--- src/rtl/needle_move_sequencer.sv ---
// Board-RAM sequencer: loads the start position and applies moves to a 64x4 board RAM.
// Each move is read, validated, written back, and then announced to the needle core.
module needle_move_sequencer (
  input  logic       clk,
  input  logic       rst,
  input  logic       init_start,
  input  logic       mv_valid,
  output logic       mv_ready,
  input  logic [5:0] mv_from,
  input  logic [5:0] mv_to,
  output logic [5:0] board_addr,
  output logic       board_we,
  output logic [3:0] board_wdata,
  input  logic [3:0] board_rdata,
  output logic       step,
  output logic       player_move,
  output logic [5:0] player_from,
  output logic [5:0] player_to,
  output logic       captured,
  output logic [3:0] captured_piece,
  output logic       err,
  output logic       busy,
  output logic [7:0] move_count
);

  typedef enum logic [2:0] {
    IDLE,
    INIT,
    RD_FROM,
    RD_TO,
    CHK,
    WR_FROM,
    WR_TO,
    STEP
  } state_t;

  state_t     state_q;
  logic [5:0] cnt_q;
  logic [5:0] cnt_d;
  logic [5:0] from_q;
  logic [5:0] to_q;
  logic [3:0] piece_q;
  logic [3:0] tgt_q;
  logic [5:0] addr_q;
  logic       we_q;
  logic [3:0] wdata_q;
  logic       step_q;
  logic       pmove_q;
  logic [5:0] pfrom_q;
  logic [5:0] pto_q;
  logic       cap_q;
  logic [3:0] cpiece_q;
  logic       err_q;
  logic [7:0] count_q;
  logic [7:0] count_d;

  // Back ranks differ only in the corner squares.
  function automatic logic [3:0] back_rank(
    input logic [2:0] f,
    input logic [3:0] corner
  );
    logic [3:0] p;
    unique case (f)
      3'd0, 3'd7: p = corner;
      3'd1, 3'd6: p = 4'h4;
      3'd2, 3'd5: p = 4'h6;
      3'd3:       p = 4'hA;
      default:    p = 4'hC;
    endcase
    return p;
  endfunction

  function automatic logic [3:0] start_piece(
    input logic [5:0] sq
  );
    logic [3:0] p;
    unique case (sq[5:3])
      3'd0:    p = back_rank(sq[2:0], 4'h8);
      3'd1:    p = 4'h1;
      3'd6:    p = 4'h9;
      3'd7:    p = back_rank(sq[2:0], 4'hC);
      default: p = 4'h0;
    endcase
    return p;
  endfunction

  assign cnt_d   = cnt_q + 6'd1;
  assign count_d = count_q + 8'd1;

  always_ff @(posedge clk) begin
    if (rst) begin
      state_q  <= IDLE;
      cnt_q    <= '0;
      from_q   <= '0;
      to_q     <= '0;
      piece_q  <= '0;
      tgt_q    <= '0;
      addr_q   <= '0;
      we_q     <= 1'b0;
      wdata_q  <= '0;
      step_q   <= 1'b0;
      pmove_q  <= 1'b0;
      pfrom_q  <= '0;
      pto_q    <= '0;
      cap_q    <= 1'b0;
      cpiece_q <= '0;
      err_q    <= 1'b0;
      count_q  <= '0;
    end else begin
      step_q  <= 1'b0;
      pmove_q <= 1'b0;
      err_q   <= 1'b0;
      unique case (state_q)
        IDLE: begin
          if (init_start) begin
            state_q  <= INIT;
            cnt_q    <= '0;
            addr_q   <= '0;
            we_q     <= 1'b1;
            wdata_q  <= start_piece(6'd0);
            count_q  <= '0;
            cap_q    <= 1'b0;
            cpiece_q <= '0;
            pfrom_q  <= '0;
            pto_q    <= '0;
          end else if (mv_valid) begin
            state_q <= RD_FROM;
            from_q  <= mv_from;
            to_q    <= mv_to;
            addr_q  <= mv_from;
            we_q    <= 1'b0;
          end
        end
        INIT: begin
          if (cnt_q == 6'd63) begin
            state_q <= STEP;
            we_q    <= 1'b0;
            addr_q  <= '0;
            wdata_q <= '0;
            step_q  <= 1'b1;
          end else begin
            cnt_q   <= cnt_d;
            addr_q  <= cnt_d;
            wdata_q <= start_piece(cnt_d);
          end
        end
        RD_FROM: begin
          state_q <= RD_TO;
          addr_q  <= to_q;
        end
        RD_TO: begin
          // Rejection is decided here so err is visible while in CHK.
          state_q <= CHK;
          piece_q <= board_rdata;
          err_q   <= (board_rdata == 4'h0) || (from_q == to_q);
        end
        CHK: begin
          tgt_q <= board_rdata;
          if (err_q) begin
            state_q <= IDLE;
            addr_q  <= '0;
          end else begin
            state_q <= WR_FROM;
            we_q    <= 1'b1;
            addr_q  <= from_q;
            wdata_q <= 4'h0;
          end
        end
        WR_FROM: begin
          state_q  <= WR_TO;
          we_q     <= 1'b1;
          addr_q   <= to_q;
          wdata_q  <= piece_q;
          cap_q    <= (tgt_q != 4'h0);
          cpiece_q <= tgt_q;
        end
        WR_TO: begin
          state_q <= STEP;
          we_q    <= 1'b0;
          addr_q  <= '0;
          wdata_q <= '0;
          step_q  <= 1'b1;
          pmove_q <= 1'b1;
          pfrom_q <= from_q;
          pto_q   <= to_q;
          count_q <= count_d;
        end
        STEP: begin
          state_q <= IDLE;
        end
        default: begin
          state_q <= IDLE;
        end
      endcase
    end
  end

  assign mv_ready       = (state_q == IDLE) & ~init_start;
  assign busy           = (state_q != IDLE);
  assign board_addr     = addr_q;
  assign board_we       = we_q;
  assign board_wdata    = wdata_q;
  assign step           = step_q;
  assign player_move    = pmove_q;
  assign player_from    = pfrom_q;
  assign player_to      = pto_q;
  assign captured       = cap_q;
  assign captured_piece = cpiece_q;
  assign err            = err_q;
  assign move_count     = count_q;

endmodule

--- config.mk ---
export PLATFORM = sky130hd
export DESIGN_NAME = needle_move_sequencer
export DESIGN_NICKNAME = d
export VERILOG_FILES = /design/src/rtl/needle_move_sequencer.sv
export SDC_FILE = /design/constraint.sdc
export NUM_CORES = 1
export LEC_CHECK = 0
export CAP_MARGIN = 20
export CELL_PAD_IN_SITES_DETAIL_PLACEMENT = 1
export CELL_PAD_IN_SITES_GLOBAL_PLACEMENT = 2
export CORE_UTILIZATION = 28
export DETAILED_ROUTE_END_ITERATION = 12
export PLACE_DENSITY = 0.86
export RECOVER_POWER = 100
export SLEW_MARGIN = 20
export SYNTH_ARGS = -nofsm -noshare
export SYNTH_HDL_FRONTEND = slang
export SYNTH_SLANG_ARGS = --single-unit
--- constraint.sdc ---
create_clock -name clk -period 2.15 [get_ports clk]
set_clock_uncertainty 0.2 [all_clocks]
set_input_delay 0.3225 -clock clk [delete_from_list [all_inputs] [get_ports clk]]
set_output_delay 0.3225 -clock clk [all_outputs]
set_load 0.005 [all_outputs]
==> Flow_metrics.wiki <==
{| class="wikitable"
! Metric !! Value
|-
| Kind of cell adding the most delay to the critical path || compound AO/OA/AOI/OAI gates
|-
| Mapped cell area || 3308 µm²
|-
| Main flop type after synthesis || dfxtp_1
|-
| Worst Reg2Reg Path Length in Cells || 7
|-
| Total Routing Usage GR || 0.1704
|-
| Data required, critical path || 2210 ps
|-
| Clock slew at reported path FFs || 60 ps
|-
| Number of synthesized flops with an enable pin || 0
|-
| Number of design-rule violations left by the first detailed-router iteration || 127
|-
| Fmax || 0.4837 GHz
|-
| Final count of pins violating max slew || 0
|-
| Worst slew slack as a fraction of its limit || 0.3344
|-
| Tightest Hold Check Type || in2reg
|-
| Cts hold-fix bufs || 0
|-
| Boundary Pins || 61
|-
| # clock sinks || 68
|-
| Power dissipated by switching net loads || 1120 µW
|-
| Number of maximum-capacitance violations || 0
|-
| Total congestion overflow || 0
|-
| Synth top cells by count || dfxtp_1, a21oi_1, nand2_1
|-
| Pin count of the biggest net entering global routing || 23
|-
| Worst reg2reg startpoint || cnt_q[0]
|-
| Buffers added on ports || 60
|-
| Measured slew at the worst slew-check pin || 994.8 ps
|-
| Die W || 110.7 µm
|-
| Total length of routed wires || 10310 µm
|-
| Crit end category || register
|-
| Syn Inst Count || 394
|-
| Pwr Total || 3648 µW
|-
| Cell area after placement || 4185 µm²
|-
| Minimum setup slack among reg-to-reg paths || 80 ps
|-
| Clock insertion delay at the later pin of the skew report || 330 ps
|-
| Starting density of the core || 0.2885
|-
| Instance count along the most critical hold path || 2
|-
| Clock period minus final worst setup slack || 2068 ps
|-
| Nets in the synthesized netlist || 419
|-
| Gp weighted congestion || 0.7982
|-
| Die area || 12250 µm²
|-
| Standard cell core area || 11470 µm²
|-
| Worst Path Buf+Inv || 0
|-
| Ordered list of cells on the worst path || ha_2, nand2_1, nand4_1, a311oi_2, o22ai_1, a211o_1, a21oi_1
|-
| Hold violation total from the final report || 0
|-
| Reg area || 1365 µm²
|-
| Number of buffers on the longest clock path || 2
|-
| Last element of the critical path || board_wdata[2]
|-
| Detailed placement HPWL || 7557 µm
|-
| Detail Route Antenna Nets || 0
|-
| Most frequently used cell type in the post-synthesis netlist || dfxtp_1
|-
| Ratio of cells with drive above 1 in the final layout || 0.1366
|-
| Total via count after detailed routing || 3211
|-
| Number of antenna violations at the first check in global routing || 0
|-
| Number of warnings issued by yosys || 0
|-
| PwrDens || 814.6 nW/µm²
|-
| Share of the synthesized area in the top cell type || 0.4115
|-
| Most area-hungry cell type in the Yosys netlist || dfxtp_1
|-
| Final cycle utilization of the critical path || 0.9617
|-
| Count of unresolved DRC violations after routing || 0
|-
| Antenna diode instance count || 0
|-
| Number of flip-flops and latches in the synthesized netlist || 68
|-
| Arrival time at the worst endpoint || 2120 ps
|-
| Worst setup path start || cnt_q[0]
|-
| Leakage power total || 0.001796 µW
|-
| Run status || finished clean
|-
| Combinational share of power || 0.239
|-
| Number of global-route vias before repair || 3361
|-
| Cell chosen for the clock root || clkbuf_16
|-
| Seq/Total Area, Yosys || 0.4115
|-
| Detail-routed net length per standard cell || 16.66 µm
|-
| Reg2Reg Capture Point || board_wdata[2]
|-
| Worst setup margin || 82.42 ps
|-
| H-tree levels || 3
|-
| Biggest cell delay along the critical path || 340 ps
|-
| Cell-internal power || 2528 µW
|-
| Fillers || 1365
|-
| Synthesis-to-layout area growth || 35.36%
|-
| Row count || 39
|-
| Net switching fraction of the power || 0.3071
|-
| Detailed-route vias per instance || 5.187
|-
| Dpl ws || -43.26 ps
|-
| Number of clock buffers inserted by TritonCTS || 9
|-
| Post-layout nets || 496
|-
| Worst-path maximum fanout || 7
|-
| Area of the multi-input gates || 1779 µm²
|-
| Instance count on the critical path || 7
|-
| Die Y-Extent || 110.7 µm
|-
| Global-route wire length before repair || 16970 µm
|-
| Post-synthesis area per instance || 8.396 µm²
|-
| Worst path slowest cell || a311oi_2
|-
| Top cells by area, synth || dfxtp_1, a21oi_1, nand2_1
|-
| Count of cell types in the netlist || 60
|-
| Relative contribution of sequential cells to total power || 0.384
|-
| Clock power frac || 0.376
|-
| Iteration count of the initial detailed-routing pass || 6
|-
| Path type of the worst setup path || reg2reg
|-
| CTS tree || yes
|-
| Async SR Flop Fraction || 0
|-
| Final Setup Violations || 0
|-
| Nature of the critical path startpoint || register
|-
| Total non-filler cell area in the finished layout || 4478 µm²
|-
| Worst voltage drop across the vdd grid || 0.0003696 V
|}
-- routing by layer --
metal	GRT usage	vias to the layer above	part of all wire
li1	-	1572	-
met5	0	-	0
met1	0.2197	1566	0.47
met3	0.04101	10	0.039
met2	0.2870	63	0.48
met4	0.03822	0	0.0066
-- metrics by stage --
step | hold WS (ps) | std cells | setup TNS (ps) | utilization
after CTS | 180.2 | 618 | -18.94 | 0.3913
after floorplan | 235.7 | 394 | 0 | -
final | 181.9 | 619 | 0 | 0.3905
after global routing | 222.8 | 619 | -57.25 | 0.3905
after global placement | 250.8 | 601 | -23.83 | 0.3650
after detailed placement | 253.3 | 601 | -92.98 | 0.3650
-- state kept, by name (all words and copies together) (netlist names) --
register and flops:
move_count 8, piece_q 4, err 1, to_q 6, tgt_q 4, captured_piece 4, step 1, player_move 1
captured 1, player_to 6, from_q 6, player_from 6, state_q 3, cnt_q 6, board_addr 6, board_we 1
board_wdata 4
-- worst min-delay path by stage --
stage / slack [ps] / endpoint / start
2_1_floorplan: 240 / piece_q[0] / piece_q[0]
3_3_place_gp: 250 / piece_q[2] / piece_q[2]
3_5_place_dp: 250 / piece_q[0] / piece_q[0]
4_1_cts: 180 / move_count[0] / rst
5_1_grt: 220 / move_count[0] / rst
6_report: 180 / move_count[0] / rst
-- power by group through the flow --
stage               clock (µW)  combinational (µW)  sequential [µW]
floorplan                    0                 483             1420
global placement             0                 846             1430
detailed placement           0                 873             1430
CTS                       1410                 898             1410
global route              1460                 956             1410
finish                    1370                 872             1400
-- layout by cell type (no fill, tap or decap), drive strengths merged, types with 3 or more instances in the layout --
master,count
nor4,4
xor2,9
nand4,3
o22ai,3
a2111oi,3
xnor2,5
clkdlybuf4s50,18
a22o,13
ha,5
nand2b,3
nor3,12
clkinv,3
a221oi,3
mux2i,7
nand3,30
inv,12
buf,25
dlygate4sd3,39
a211oi,6
nor2,43
a21oi,46
dfxtp,68
clkbuf,16
nand2,44
a22oi,8
o21ai,15
a31oi,3
-- cell families after synthesis --
family	count (synthesis)	share of synthesized area
and+or+nand+nor	153	0.2356
muxes	9	0.02912
xor gates and xnor gates	14	0.03707
buffers and inverters	35	0.05333
AOI/OAI and AO/OA	110	0.2145
DFF	68	0.4115
adders and majority gates	5	0.01891
-- layout make-up --
| cell class | count | area share |
|---|---|---|
| multi-input combinational | 291 | 0.3973 |
| sequential | 68 | 0.3048 |
| timing repair buffer | 90 | 0.1861 |
| clock buffer | 10 | 0.05337 |
| tap | 143 | 0.03996 |
| inverter | 11 | 0.009779 |
| clock inverter | 6 | 0.008662 |
-- timing repair --
item                       4_1_cts  5_1_grt
pin swaps                        1        1
cloned                           0        0
buffers inserted                 1        1
resized for setup                5        6
setup endpoints to repair        3        9
Power figures use the tool's default switching activity.
